## config.mk

```make
export PLATFORM = sky130hd
export DESIGN_NAME = vga_pattern_engine
export DESIGN_NICKNAME = d
export VERILOG_FILES = /design/src/rtl/vga_pattern_engine.sv
export SDC_FILE = /design/constraint.sdc
export NUM_CORES = 1
export LEC_CHECK = 0
export ABC_AREA = 1
export CAP_MARGIN = 20
export CORE_UTILIZATION = 45
export DETAILED_ROUTE_END_ITERATION = 7
export PLACE_DENSITY = 0.77
export REMOVE_ABC_BUFFERS = 1
export SETUP_SLACK_MARGIN = 0.5
export SLEW_MARGIN = 20
export SYNTH_ARGS = -nofsm -noshare
export SYNTH_HDL_FRONTEND = slang
export SYNTH_SLANG_ARGS = --single-unit
```

## constraint.sdc

```tcl
create_clock -name clk -period 3.7 [get_ports clk]
set_clock_uncertainty 0.15 [all_clocks]
set_input_delay 0.555 -clock clk [delete_from_list [all_inputs] [get_ports clk]]
set_output_delay 0.555 -clock clk [all_outputs]
set_load 0.01 [all_outputs]
```

## src/rtl/vga_pattern_engine.sv

```systemverilog
// Animated multi-mode VGA test-pattern generator: registered RGB plus delayed sync.
// Animation state steps on vsync rising edges detected in the pixel clock domain.
module vga_pattern_engine #(
    parameter int H_ACTIVE    = 640,
    parameter int V_ACTIVE    = 480,
    parameter int COLOR_BITS  = 2,
    parameter int CNT_WIDTH   = 10,
    parameter int SPEED_WIDTH = 4,
    parameter int BOX_SIZE    = 32
) (
    input  logic                   clk,
    input  logic                   rst_n,
    input  logic                   hsync_in,
    input  logic                   vsync_in,
    input  logic                   video_active,
    input  logic [9:0]             pix_x,
    input  logic [9:0]             pix_y,
    input  logic [1:0]             mode,
    input  logic [SPEED_WIDTH-1:0] speed,
    input  logic                   pause,
    output logic                   hsync_out,
    output logic                   vsync_out,
    output logic [COLOR_BITS-1:0]  r,
    output logic [COLOR_BITS-1:0]  g,
    output logic [COLOR_BITS-1:0]  b,
    output logic                   frame_tick,
    output logic [CNT_WIDTH-1:0]   frame_count
);
    localparam logic [9:0]  BX_MAX = 10'(H_ACTIVE - BOX_SIZE);
    localparam logic [9:0]  BY_MAX = 10'(V_ACTIVE - BOX_SIZE);
    localparam logic [10:0] BOX_W  = 11'(BOX_SIZE);
    localparam logic [COLOR_BITS-1:0] ONES = {COLOR_BITS{1'b1}};

    typedef enum logic {DIR_POS = 1'b0, DIR_NEG = 1'b1} dir_e;

    logic                   vsync_d_q;
    logic [1:0]             mode_q, mode_d;
    logic [SPEED_WIDTH-1:0] div_cnt_q, div_cnt_d;
    logic [CNT_WIDTH-1:0]   counter_q, counter_d;
    logic [9:0]             bx_q, bx_d, by_q, by_d;
    dir_e                   dx_q, dx_d, dy_q, dy_d;
    logic [COLOR_BITS-1:0]  r_q, g_q, b_q, r_d, g_d, b_d;
    logic                   hsync_q, vsync_q, tick_q;
    logic                   fe, step;

    logic [9:0] cnt10, xor_v, bar_s;
    logic       chk_c, in_box;

    always_comb begin
        fe        = vsync_in & ~vsync_d_q;
        step      = fe & ~pause & (div_cnt_q == speed);
        mode_d    = fe ? mode : mode_q;
        div_cnt_d = div_cnt_q;
        if (fe && !pause) begin
            // a speed lowered below the running count restarts the prescaler
            if (div_cnt_q >= speed) div_cnt_d = '0;
            else                    div_cnt_d = div_cnt_q + SPEED_WIDTH'(1);
        end
        counter_d = step ? counter_q + CNT_WIDTH'(1) : counter_q;
        bx_d = bx_q;
        dx_d = dx_q;
        by_d = by_q;
        dy_d = dy_q;
        if (step) begin
            if (dx_q == DIR_POS) begin
                if (bx_q == BX_MAX) begin bx_d = bx_q - 10'd1; dx_d = DIR_NEG; end
                else                      bx_d = bx_q + 10'd1;
            end else begin
                if (bx_q == 10'd0)  begin bx_d = 10'd1;        dx_d = DIR_POS; end
                else                      bx_d = bx_q - 10'd1;
            end
            if (dy_q == DIR_POS) begin
                if (by_q == BY_MAX) begin by_d = by_q - 10'd1; dy_d = DIR_NEG; end
                else                      by_d = by_q + 10'd1;
            end else begin
                if (by_q == 10'd0)  begin by_d = 10'd1;        dy_d = DIR_POS; end
                else                      by_d = by_q - 10'd1;
            end
        end
    end

    always_comb begin
        cnt10  = 10'(counter_q);
        bar_s  = pix_x + cnt10;
        xor_v  = bar_s ^ pix_y;
        chk_c  = pix_x[5] ^ pix_y[5] ^ counter_q[0];
        in_box = ({1'b0, pix_x} >= {1'b0, bx_q}) && ({1'b0, pix_x} < ({1'b0, bx_q} + BOX_W)) &&
                 ({1'b0, pix_y} >= {1'b0, by_q}) && ({1'b0, pix_y} < ({1'b0, by_q} + BOX_W));
        r_d = '0;
        g_d = '0;
        b_d = '0;
        if (video_active) begin
            case (mode_q)
                2'd0: begin
                    r_d = xor_v[4 +: COLOR_BITS];
                    g_d = xor_v[5 +: COLOR_BITS];
                    b_d = xor_v[6 +: COLOR_BITS];
                end
                2'd1: begin
                    r_d = bar_s[7] ? ONES : '0;
                    g_d = bar_s[8] ? ONES : '0;
                    b_d = bar_s[9] ? ONES : '0;
                end
                2'd2: begin
                    r_d = chk_c ? ONES : '0;
                    g_d = chk_c ? ONES : '0;
                    b_d = chk_c ? ONES : '0;
                end
                default: begin
                    r_d = in_box ? ONES : '0;
                    g_d = in_box ? ONES : '0;
                    b_d = in_box ? ONES : COLOR_BITS'(1);
                end
            endcase
        end
    end

    always_ff @(posedge clk) begin
        if (!rst_n) begin
            vsync_d_q <= 1'b0;
            mode_q    <= 2'd0;
            div_cnt_q <= '0;
            counter_q <= '0;
            bx_q      <= '0;
            by_q      <= '0;
            dx_q      <= DIR_POS;
            dy_q      <= DIR_POS;
            r_q       <= '0;
            g_q       <= '0;
            b_q       <= '0;
            hsync_q   <= 1'b0;
            vsync_q   <= 1'b0;
            tick_q    <= 1'b0;
        end else begin
            vsync_d_q <= vsync_in;
            mode_q    <= mode_d;
            div_cnt_q <= div_cnt_d;
            counter_q <= counter_d;
            bx_q      <= bx_d;
            by_q      <= by_d;
            dx_q      <= dx_d;
            dy_q      <= dy_d;
            r_q       <= r_d;
            g_q       <= g_d;
            b_q       <= b_d;
            hsync_q   <= hsync_in;
            vsync_q   <= vsync_in;
            tick_q    <= step;
        end
    end

    assign hsync_out   = hsync_q;
    assign vsync_out   = vsync_q;
    assign r           = r_q;
    assign g           = g_q;
    assign b           = b_q;
    assign frame_tick  = tick_q;
    assign frame_count = counter_q;

endmodule

```

==> results of run 1 <==
[placed cells by master, fill, tap and decap left out, types with 3 or more instances in the layout]
cell type and instances:
sky130_fd_sc_hd__a21o_1 4, sky130_fd_sc_hd__a21oi_1 44, sky130_fd_sc_hd__a31oi_1 11, sky130_fd_sc_hd__clkbuf_8 5
sky130_fd_sc_hd__clkdlybuf4s50_1 50, sky130_fd_sc_hd__clkinv_1 3, sky130_fd_sc_hd__dfxtp_1 47, sky130_fd_sc_hd__ha_1 54
sky130_fd_sc_hd__inv_1 84, sky130_fd_sc_hd__inv_2 14, sky130_fd_sc_hd__nand2_1 159, sky130_fd_sc_hd__nand3_1 43
sky130_fd_sc_hd__nand3b_1 4, sky130_fd_sc_hd__nand4_1 10, sky130_fd_sc_hd__nor2_1 62, sky130_fd_sc_hd__nor2_2 6
sky130_fd_sc_hd__nor2_4 4, sky130_fd_sc_hd__nor3_1 9, sky130_fd_sc_hd__o211ai_1 3, sky130_fd_sc_hd__o21ai_0 25
sky130_fd_sc_hd__o21ai_1 3, sky130_fd_sc_hd__xnor2_1 6, sky130_fd_sc_hd__xor2_1 31
[report_power, final]
part | leakage (uW) | total (uW) | switching, uW | internal (uW)
Combinational | 0.00192 | 242 | 134 | 108
Clock | 0.0000548 | 405 | 201 | 204
Sequential | 0.000381 | 528 | 10.5 | 517
Total | 0.00236 | 1170 | 346 | 829
[sequential cells by signal, indices dropped and copies added (netlist names)]
signal,cells
dy_q,1
div_cnt_q,4
dx_q,1
by_q,10
frame_count,10
vsync_out,1
frame_tick,1
hsync_out,1
bx_q,10
mode_q,2
r,2
g,2
b,2
[stage by stage]
stage	std cells	util (%)	area [um2]	setup slack, ns
floorplan	649	-	4280	1.27
global placement	830	53.3	4950	0.962
detailed placement	830	53.3	4950	0.815
CTS	838	54.6	5070	1.06
global route	838	54.6	5070	0.775
finish	838	54.6	5070	1.03
[logic make-up (layout without fill, tap and decap cells)]
logic type,after synthesis,in the layout,synth area share [%]
AO/OA/AOI/OAI,99,99,13.0
XOR/XNOR,37,37,7.47
adder cells (fa/ha/maj),54,54,15.6
buffers and inverters,115,161,10.2
flip-flops,47,47,21.7
multiplexers,1,1,0.231
AND/OR/NAND/NOR,310,310,31.8
[cell type report]
| type | instances | area (um2) | area share (%) |
|---|---|---|---|
| Tap cell | 129 | 161 | 3.19 |
| Sequential cell | 47 | 941 | 18.6 |
| Multi-Input combinational cell | 501 | 2960 | 58.3 |
| Clock buffer | 5 | 68.8 | 1.36 |
| Clock inverter | 3 | 46.3 | 0.914 |
| Timing Repair Buffer | 52 | 515 | 10.2 |
| Inverter | 101 | 379 | 7.48 |
[routing by layer]
metal	wire length, um	global-route usage [%]	vias to the layer above
li1	-	-	2249
met1	5100	31.0	1959
met2	5400	43.4	123
met3	520	2.79	24
met4	284	8.58	0
met5	0	0	-
[worst min-delay path, delay by kind of cell (launching register included)]
kind               cells  cell delay (ns)
AOI/OAI and AO/OA      1             0.06
and+or+nand+nor        1             0.07
DFF                    1             0.34
[how the worst max path moves through the flow]
stage	endpoint	from	depth (start not counted)	slack, ns
final	b[1]	by_q[5]	12	1.03
after global routing	b[1]	by_q[5]	12	0.78
after CTS	b[1]	by_q[5]	12	1.06
after detailed placement	frame_count[9]	speed[3]	12	0.81
after global placement	g[1]	pix_x[5]	8	0.96
after floorplan	frame_count[5]	speed[3]	10	1.27
==> metrics.yaml, run 1 <==
hold_path:
  hold_path_end: "by_q[0]"
  hp-class: "reg2reg"
  min_from: "dy_q"
  whs_path_depth: 2
logic_synthesis:
  synthDistinctLibCells: 41
  synth_top_area_share_pct: 21.7
  synth_sequential_area_ratio_pct: 21.7
  netlist_area_mm2: 0.00434
  yosys_warnings: 0
  synthesis.area_per_instance_um2: 6.54
  netlist.top_cell.by_area: "sky130_fd_sc_hd__dfxtp_1"
  async_reset_ff_share_pct: 0
  yosys_register_bits: 47
  synth.most_common_cell: "sky130_fd_sc_hd__nand2_1"
  synth.cells.most_frequent: "sky130_fd_sc_hd__nand2_1 (159), sky130_fd_sc_hd__inv_1 (84), sky130_fd_sc_hd__nor2_1 (62)"
  ys_dominant_reg_cell: "sky130_fd_sc_hd__dfxtp_1"
  synth_enable_flop_cells: 0
  synthesis.instances: 663
  synth.top_cells.by_area: "sky130_fd_sc_hd__dfxtp_1 (22%), sky130_fd_sc_hd__ha_1 (16%), sky130_fd_sc_hd__nand2_1 (14%)"
setup_path:
  critical_path.endpoint_type: "flip-flop"
  path_delay_family: "simple AND/OR/NAND/NOR gates"
  worstPathCellList: "ha_1 -> inv_1 -> nor3_1 -> xor2_1 -> ha_1 -> nand3_1 -> nand2_1 -> clkinv_1 -> nand2_1 -> nor2_1 -> nand3_2 -> a21oi_1"
  worstReg2RegStart: "by_q[5]"
  r2r_cells: 12
  reg2reg_slack_ns: 1.03
  worst-path-buf-inv: 2
  critPathArrivalTime_ns: 2.77
  crit_path_max_fanout: 9
  crit_type: "reg2reg"
  critPathSlowestCell: "sky130_fd_sc_hd__dfxtp_1"
  timing.critical_path.from_type: "flip-flop"
  cp_slowest_stage_delay_ns: 0.56
  r2r_end: "b[1]"
  data_required_time_at_the_worst_endpoint_ns: 3.80
detailed_routing:
  postRouteAntennaNets: 0
  drt_pre_antenna_iters: 5
  via_count: 4355
  wl_per_cell_um: 13.5
  route.final.wire_length_um: 11300
  via_count_normalized_by_instance_count: 5.20
  post-route-drc-count: 0
  detailedRoute.firstIterationViolations: 194
clocking:
  cts_max_level: 2
  cts_max_path_buffers: 2
  cts_post_setup_buffers_inserted: 0
  clk_pin_slew_ns: 0.11
  worst_skew_pair.late_latency_ns: 0.32
  cts_made_buffers: 5
  cts.sink_count: 47
  cts.repair.resized: 0
  clock-root-buffer: "sky130_fd_sc_hd__clkbuf_8"
  tritoncts: "yes"
  postCtsHoldBufs: 0
sta:
  setup_tns_ns: 0
  rsz0062_at_grt: "false"
  period_share_pct: 72.2
  max-slew-margin-rel_pct: 58.5
  hold_viol: 0
  finalHoldWorstSlack_ns: 0.358
  finalCriticalPeriod_ns: 2.67
  report.final.slew_viol_count: 0
  worst_slew_pin_slew_ns: 0.621
  timing.fmax_mhz: 374
  finalSetupViolCount: 0
power:
  static-leakage-power_uw: 0.00236
  finalPower_uw: 1170
  worst_vdd_rail_ir_drop_mv: 0.133
  cellPowerDensity_mw_per_mm2: 232
global_routing:
  grt-ovfl-total: 0
  grt_start_max_net_pins: 30
  grtUsageTotal_pct: 24.6
  number_of_antenna_violations_at_the_first_check_in_global_routing: 0
  grt_first_pass_wirelength_um: 19700
  first_global_vias: 4301
floorplan:
  rows: 35
  ios: 51
  die_h_um: 100
  core_area_mm2: 0.00928
  starting_utilization_of_the_core_area_pct: 46.7
  dieWidth_um: 100
  die_area_mm2: 0.0100
layout:
  final_layout_size_suffix_gt1_share_pct: 6.21
  area.growth.synth_to_final_pct: 16.8
  fillers: 916
  num_antenna_cells: 0
  finalNetCount: 794
placement:
  detailed_place_hpwl_um: 9110
  place.port_buffers: 50
  gp_congestion: 0.922
outcome:
  status: "completed"
flow_run:
  max_cap_viol_count: 0
No activity file was read; power rests on OpenSTA's default activity.
==> run 2, diff against run 1 <==
--- a/config.mk
+++ b/config.mk
@@ -9,7 +9,7 @@
 export CAP_MARGIN = 20
 export CORE_UTILIZATION = 45
 export DETAILED_ROUTE_END_ITERATION = 7
-export PLACE_DENSITY = 0.77
+export PLACE_DENSITY = 0.8
 export REMOVE_ABC_BUFFERS = 1
 export SETUP_SLACK_MARGIN = 0.5
 export SLEW_MARGIN = 20
==> constraint.sdc (replaced) <==
create_clock -name clk -period 2.3 [get_ports clk]
set_clock_uncertainty 0.15 [all_clocks]
set_input_delay 0.345 -clock clk [delete_from_list [all_inputs] [get_ports clk]]
set_output_delay 0.345 -clock clk [all_outputs]
set_load 0.01 [all_outputs]
==> metrics.yaml, run 2 (synthesized netlist as in run 1, its figures left out) <==
layout:
  mostFrequentLayoutCells: "sky130_fd_sc_hd__nand2_1 (152), sky130_fd_sc_hd__inv_1 (72), sky130_fd_sc_hd__buf_4 (65)"
  area.sequential_um2: 995
  fin_util_pct: 67.5
  final_layout_size_suffix_gt1_share_pct: 27.4
  finalNetCount: 869
  area.growth.synth_to_final_pct: 44.4
  multi_input_comb_area_mm2: 0.00341
  finalNonFillerCells: 913
  num_antenna_cells: 0
  fillers: 724
  layout.cells.most_common: "sky130_fd_sc_hd__nand2_1"
placement:
  gp_congestion: 0.903
  place.port_buffers: 50
  detailed_place_hpwl_um: 9410
  placedCellCount: 864
detailed_routing:
  detailedRoute.firstIterationViolations: 203
  postRouteAntennaNets: 0
  wl_per_cell_um: 15.4
  via_count: 4872
  via_count_normalized_by_instance_count: 5.34
  drt_pre_antenna_iters: 5
  route.final.wire_length_um: 14100
  post-route-drc-count: 0
power:
  cellPowerDensity_mw_per_mm2: 331
  worst_vdd_rail_ir_drop_mv: 0.355
  static-leakage-power_uw: 0.00293
clocking:
  worst_skew_pair.late_latency_ns: 0.32
  tritoncts: "yes"
  cts_max_level: 2
  clock-root-buffer: "sky130_fd_sc_hd__clkbuf_8"
  cts_made_buffers: 5
  clk_pin_slew_ns: 0.11
  cts_max_path_buffers: 2
  cts.sink_count: 47
setup_path:
  critPathArrivalTime_ns: 2.25
  critPathSlowestCell: "sky130_fd_sc_hd__dfxtp_4"
  crit_type: "reg2reg"
  crit_path_max_fanout: 5
  worst-path-buf-inv: 3
  critical_path.endpoint_type: "flip-flop"
  timing.critical_path.from_type: "flip-flop"
  data_required_time_at_the_worst_endpoint_ns: 2.35
  path_delay_family: "simple AND/OR/NAND/NOR gates"
  worstPathCellList: "inv_2 -> ha_4 -> inv_1 -> ha_4 -> inv_1 -> nor2_1 -> nand2_1 -> nand2_1 -> nand4_1 -> nand2_4 -> nor2_4 -> nand3_4 -> a21oi_2"
  cp_slowest_stage_delay_ns: 0.40
  reg2reg_slack_ns: 0.10
sta:
  finalCriticalPeriod_ns: 2.20
  max-slew-margin-rel_pct: 69.3
  report.final.slew_viol_count: 0
  period_share_pct: 95.6
  finalSetupViolCount: 0
  rsz0062_at_grt: "true"
  worst_slew_pin_slew_ns: 0.457
  hold_viol: 0
  timing.fmax_mhz: 455
floorplan:
  rows: 35
  starting_utilization_of_the_core_area_pct: 46.7
  ios: 51
  die_h_um: 100
  die_area_mm2: 0.0100
  core_area_mm2: 0.00928
  dieWidth_um: 100
global_routing:
  first_global_vias: 4759
  grt_start_max_net_pins: 31
  grt-ovfl-total: 0
  grt_first_pass_wirelength_um: 21300
  grtUsageTotal_pct: 26.5
  number_of_antenna_violations_at_the_first_check_in_global_routing: 0
outcome:
  status: "completed"
hold_path:
  hp-class: "reg2reg"
flow_run:
  max_cap_viol_count: 0
==> run 2: cell types whose count changed in the layout (fill, tap and decap cells not counted), sizes merged <==
cell | previous run | this run
buf | 2 | 75
bufinv | 1 | 2
clkbuf | 5 | 7
clkdlybuf4s50 | 50 | 34
clkinv | 3 | 2
dlygate4sd2 | 0 | 14
dlymetal6s2s | 0 | 2
==> run 2: path summary, 6_finish.rpt <==
path	depth (start not counted)	startpoint	endpoint
setup / recovery	13	by_q[6]	r[0]
hold / removal	2	div_cnt_q[0]	div_cnt_q[0]
setup reg to reg	13	by_q[6]	r[0]
hold reg to reg	2	div_cnt_q[0]	div_cnt_q[0]
==> run 2: timing repair <==
item	4_1_cts	5_1_grt
cloned	0	3
buffers inserted	21	17
hold buffers	0	0
resized for setup	96	65
endpoints found under the setup margin	47	40
pin swaps	20	24
==> run 2: cell type report <==
type	count	area share [%]
clock inverters	3	1.08
multi-input cells	501	54.4
clock buffers	5	1.10
repair buffers	127	18.6
inverters	101	6.31
flip-flops and latches	47	15.9
well taps	129	2.58
==> run 2: tightest hold or removal path, stage by stage (launching register included) <==
cell	delay, ns
sky130_fd_sc_hd__dfxtp_2	0.35
sky130_fd_sc_hd__nand2_1	0.07
sky130_fd_sc_hd__a21oi_1	0.05
==> run 2: metrics by stage <==
step	cell area (um2)	setup slack, ns	hold slack (ns)	power, uW	TNS [ns]
2_1_floorplan	4280	0.0842	0.288	1100	0
3_3_place_gp	5220	-0.0336	0.339	1260	-0.197
3_5_place_dp	5220	-0.113	0.360	1270	-0.890
4_1_cts	5830	0.198	0.351	2040	0
5_1_grt	6270	0.0312	0.374	2170	0
6_report	6270	0.100	0.351	2080	0
==> run 2: where the power goes <==
part	internal [uW]	leakage [uW]	switching, uW
clock network	434	0.0000644	322
registers	822	0.000395	16.6
logic	218	0.00247	264
total	1470	0.00293	603
==> run 2: metal layers <==
| metal | vias up | wire, um | track usage (%) |
|---|---|---|---|
| li1 | 2395 | - | - |
| met1 | 2276 | 5890 | 32.0 |
| met2 | 155 | 6920 | 47.2 |
| met3 | 46 | 684 | 3.62 |
| met4 | 0 | 584 | 10.4 |
| met5 | - | 0 | 0 |
==> run 3, diff against run 2 <==
--- a/config.mk
+++ b/config.mk
@@ -16,3 +16,4 @@
 export SYNTH_ARGS = -nofsm -noshare
 export SYNTH_HDL_FRONTEND = slang
 export SYNTH_SLANG_ARGS = --single-unit
+export TNS_END_PERCENT = 30
==> metrics.yaml, run 3 (synthesized netlist as in run 1, its figures left out) <==
placement:
  place.port_buffers: 50
  placedCellCount: 864
  gp_congestion: 0.903
  dp_slack_ns: -0.113
  detailed_place_hpwl_um: 9410
power:
  worst_vdd_rail_ir_drop_mv: 0.374
  swShare_pct: 28.9
  pwr-share-clk_pct: 36.5
  cellPowerDensity_mw_per_mm2: 341
  netSwitchingPower_uw: 599
  combinationalPowerShare_pct: 22.9
  static-leakage-power_uw: 0.00281
  pwr-share-seq_pct: 40.7
  power_report.internal_total_uw: 1470
layout:
  layout.cells.most_common: "sky130_fd_sc_hd__nand2_1"
  multi_input_comb_area_mm2: 0.00332
  area.sequential_um2: 978
  num_antenna_cells: 0
  final_layout_size_suffix_gt1_share_pct: 23.7
  area.growth.synth_to_final_pct: 40.0
  finalNonFillerCells: 904
  finalNetCount: 860
  mostFrequentLayoutCells: "sky130_fd_sc_hd__nand2_1 (155), sky130_fd_sc_hd__inv_1 (72), sky130_fd_sc_hd__buf_4 (58)"
  fillers: 757
setup_path:
  worst-path-buf-inv: 3
  worstPathCellList: "inv_4 -> ha_4 -> inv_1 -> ha_4 -> inv_1 -> nor2_1 -> nand2_1 -> nand2_1 -> nand4_1 -> nand2_4 -> nor2_4 -> nand3_4 -> a21oi_2"
  data_required_time_at_the_worst_endpoint_ns: 2.35
  critical_path.endpoint_type: "flip-flop"
  critPathSlowestCell: "sky130_fd_sc_hd__dfxtp_4"
  crit_type: "reg2reg"
  critPathArrivalTime_ns: 2.25
  crit_path_max_fanout: 5
  cp_slowest_stage_delay_ns: 0.40
  path_delay_family: "simple AND/OR/NAND/NOR gates"
  timing.critical_path.from_type: "flip-flop"
clocking:
  postCtsHoldBufs: 0
  cts_max_path_buffers: 2
  worst_skew_pair.late_latency_ns: 0.32
  cts_made_buffers: 5
  tritoncts: "yes"
  cts_max_level: 2
  clock-root-buffer: "sky130_fd_sc_hd__clkbuf_8"
  clk_pin_slew_ns: 0.10
  cts.sink_count: 47
flow_run:
  max_cap_viol_count: 0
detailed_routing:
  via_count_normalized_by_instance_count: 5.38
  drt_pre_antenna_iters: 5
  post-route-drc-count: 0
  route.final.wire_length_um: 13700
  detailedRoute.firstIterationViolations: 269
  wl_per_cell_um: 15.2
  postRouteAntennaNets: 0
  via_count: 4860
sta:
  report.final.slew_viol_count: 0
  finalCriticalPeriod_ns: 2.19
  hold_viol: 0
  timing.fmax_mhz: 456
  setup_tns_ns: 0
  finalHoldWorstSlack_ns: 0.353
  rsz0062_at_grt: "true"
  smallest_setup_slack_after_layout_ns: 0.106
  period_share_pct: 95.4
  max-slew-margin-rel_pct: 71.3
  finalSetupViolCount: 0
  worst_slew_pin_slew_ns: 0.427
floorplan:
  dieWidth_um: 100
  ios: 51
  die_area_mm2: 0.0100
  core_area_mm2: 0.00928
  die_h_um: 100
  rows: 35
  starting_utilization_of_the_core_area_pct: 46.7
global_routing:
  first_global_vias: 4755
  grtUsageTotal_pct: 26.6
  grt-ovfl-total: 0
  grt_start_max_net_pins: 31
  number_of_antenna_violations_at_the_first_check_in_global_routing: 0
  grt_first_pass_wirelength_um: 21400
hold_path:
  hp-class: "reg2reg"
outcome:
  status: "completed"
run 3: cell types whose count changed in the layout (fill, tap and decap cells not counted), sizes merged:
cell,change
buf,-9
clkdlybuf4s50,+3
dlymetal6s2s,-2
dlygate4sd2,-1
run 3: metrics by stage:
| stage | utilization [%] | instance area, um2 | power (uW) |
|---|---|---|---|
| after global placement | 56.2 | 5220 | 1260 |
| final | 65.4 | 6070 | 2070 |
| after global routing | 65.4 | 6070 | 2160 |
| after detailed placement | 56.2 | 5220 | 1270 |
| after floorplan | - | 4280 | 1100 |
| after CTS | 62.5 | 5800 | 2040 |
run 3: cell type report:
class | count | area share, %
Clock buffer | 5 | 1.13
Clock inverter | 3 | 1.11
Inverter | 101 | 6.39
Multi-Input combinational cell | 501 | 54.7
Sequential cell | 47 | 16.1
Tap cell | 129 | 2.66
Timing Repair Buffer | 118 | 17.9
run 3: layer usage:
| layer | vias to the layer above | routed length (um) | global-route usage, % |
|---|---|---|---|
| met2 | 175 | 6860 | 48.2 |
| met3 | 41 | 837 | 3.41 |
| met1 | 2265 | 5580 | 31.9 |
| met4 | 0 | 453 | 10.4 |
| li1 | 2379 | - | - |
| met5 | - | 0 | 0 |
run 3: worst paths after layout:
kind           start      end  slack, ns  cells after the start
max reg2reg  by_q[5]     r[0]       0.11                     13
max          by_q[5]     r[0]       0.11                     13
min reg2reg  by_q[0]  by_q[0]       0.35                      1
min          by_q[0]  by_q[0]       0.35                      1
run 3: timing repair:
item,in CTS,in global routing
setup buffers,19,11
endpoints found under the hold margin,0,0
cloned,0,2
resized for setup,86,36
setup endpoints to repair,47,44
pin swaps,19,14
run 3: power groups by stage:
stage	logic (uW)	registers, uW	clock network, uW
floorplan	229	869	0
global placement	392	865	0
detailed placement	404	866	0
CTS	441	843	760
global route	523	844	797
finish	473	842	755
==> variant (flow settings as in run 3) <==
Reset style: asynchronous (`rst_n`), changed in one clocked block.
--- a/src/rtl/vga_pattern_engine.sv
+++ b/src/rtl/vga_pattern_engine.sv
@@ -117,3 +117,3 @@
 
-    always_ff @(posedge clk) begin
+    always_ff @(posedge clk or negedge rst_n) begin
         if (!rst_n) begin
Behaviour: differs if rst_n is asserted again (counterexample within 4 cycles, from zero or initial values and one cycle with rst_n low); with rst_n held inactive, the same outputs for 10 cycles.
==> variant against run 3 <==
Setup slack worse by 350 ps; synthesized area is 2.3% higher; sequential cell count stayed put; the run now ends with setup timing left; count of clock-buffer cells in the layout stayed put; routed wire length is 9.4% higher; die area is 2.3% higher; highest routed layer unchanged; final area is 9.3% higher; largest cell class unchanged.
Power is not compared: it rests on default switching activity, and its combinational part moved more than twofold at a synthesized area within 25%.
==> variant: results (changes against run 3) <==
| Metric | Value |
|---|---|
| Final GP Congestion | `0.920 (+1.9%)` |
| Vias | `4,933 (+1.5%)` |
| DRT Pass-1 Iters | `6 (+1)` |
| Clock latency on the worst-skew pair | `320 ps (about the same)` |
| Total GRT Usage | `0.256 (-0.00991)` |
| Fillers | `618 (-18%)` |
| Max VDD drop | `0.461 mV` |
| Vias in the first global route | `4,720 (-0.74%)` |
| DP HPWL | `9400 um (-0.11%)` |
| HP Class | `input pin to flop` |
| Port bufs | `50 (unchanged)` |
| Post-route setup slack | `-243 ps (-349 ps)` |
| DRT iter0 DRCs | `416 (+55%)` |
| Via/cell ratio | `5.63 (+4.7%)` |
| Post-route ant nets | `0 (unchanged)` |
| Layout cells sized above 1 | `0.333 (+0.0959)` |
| Number of antenna violations at the first check in global routing | `0 (unchanged)` |
| Synth unique cells | `40 (-2.4%)` |
| H-tree Lvls | `2 (unchanged)` |
| Outcome | `complete, but fails checks` |
| Synth Flop Type | `dfrtp_1` |
| Synth async-reset ratio | `1.00 (+1.00)` |
| Violated checks | `setup timing` |
| Psw | `0.00256 W` |
| Placement Setup Slack | `-116 ps (-3.33 ps)` |
| Critical path peak fanout | `5 (unchanged)` |
| Largest net degree at the start of global routing | `29 (-6.5%)` |
| Wirelength per Cell | `17.2 um (+13%)` |
| Ant. Diodes | `0 (unchanged)` |
| Syn avg cell area | `7.17 um^2 (+9.6%)` |
| Synth cell count leaders | `nand2_1 (133), nor2_1 (85), inv_1 (66)` |
| Register clock-pin slew on the reported worst setup and hold paths | `110 ps` |
| Critical Path AT | `2630 ps (+380 ps)` |
| Ys Warns | `0 (unchanged)` |
| Worst hold slack | `315 ps (-38.0 ps)` |
| Synth top area cells | `dfrtp_1 (26%), ha_1 (15%), nand2_1 (11%)` |
| CTS Root Cell | `clkbuf_8` |
| Sequential element share of the synthesized area | `0.265 (+0.0481)` |
| Leakage | `3.18 nW` |
| CTS buffer count | `5 (unchanged)` |
| Finish-stage setup viols | `5 (+5)` |
| Worst-margin pin slew | `645 ps (+218 ps)` |
| Maximum root-to-sink buffer count | `2 (unchanged)` |
| First-pass GRT wire length | `21,000 um (-1.7%)` |
| Placed insts | `828 (-4.2%)` |
==> variant: cell families (layout without fill, tap and decap cells) <==
| family | count (synthesis) | in the layout | synth area share |
|---|---|---|---|
| compound gates | 84 | 84 | 0.107 |
| xor+xnor | 46 | 46 | 0.0908 |
| fa+ha+maj | 54 | 54 | 0.152 |
| buf+inv | 88 | 216 | 0.0798 |
| flops | 47 | 47 | 0.265 |
| mux | 1 | 1 | 0.00254 |
| simple gates | 299 | 299 | 0.302 |
==> variant: per-stage QoR <==
step           setup TNS [ps]  instance area [um^2]
6_report                -1160                  6640
5_1_grt                 -1640                  6640
4_1_cts                 -89.2                  5830
3_5_place_dp             -842                  5350
3_3_place_gp             -512                  5350
2_1_floorplan               0                  4380
==> variant: final cells by class <==
type / instances / area [um^2] / area share
clock buffer: 5 / 68.8 / 0.0104
tap: 129 / 161 / 0.0243
multi-input combinational: 484 / 3590 / 0.541
timing repair buffer: 131 / 1240 / 0.187
inverter: 77 / 309 / 0.0466
clock inverter: 3 / 67.6 / 0.0102
sequential: 47 / 1190 / 0.180
==> variant: final timing paths <==
| check | startpoint | end | cells past startpoint |
|---|---|---|---|
| max in group asynchronous | rst_n | frame_count[0] | 3 |
| max reg2reg | bx_q[6] | g[0] | 14 |
| min | hsync_in | hsync_out | 1 |
| max | bx_q[6] | g[0] | 14 |
| min reg2reg | frame_count[5] | frame_count[5] | 1 |
| min in group asynchronous | rst_n | bx_q[6] | 2 |
==> variant: timing repair <==
action,in CTS,in global routing
hold endpoints to repair,26,0
pin swaps,21,69
gates cloned,2,0
buffers inserted,12,25
gates resized for setup,63,151
endpoints found under the setup margin,48,42
hold buffers,1,0
==> variant: per-layer routing <==
layer,global-route usage,share of wire
met1,0.308,0.39
met2,0.463,0.50
met3,0.0414,0.069
met4,0.0881,0.045
met5,0,0
==> variant: power groups by stage <==
stage,clock (W),sequential [W],combinational (W)
CTS,0.000739,0.00131,0.00252
finish,0.000748,0.00137,0.00335
detailed placement,0,0.00132,0.00226
global placement,0,0.00130,0.00217
floorplan,0,0.00130,0.00154
global route,0.000792,0.00139,0.00362
==> variant: critical path: stages, from the launching register on <==
cell,delay (ps)
dfrtp_1,430
ha_2,210
nand2_1,70
nor2_2,150
xor2_1,200
ha_1,300
a21oi_2,160
nand2_1,80
nand2_1,80
nand2_1,70
nor2_2,130
nand3_2,90
o21bai_2,130
nand2_2,100
nor2_1,100
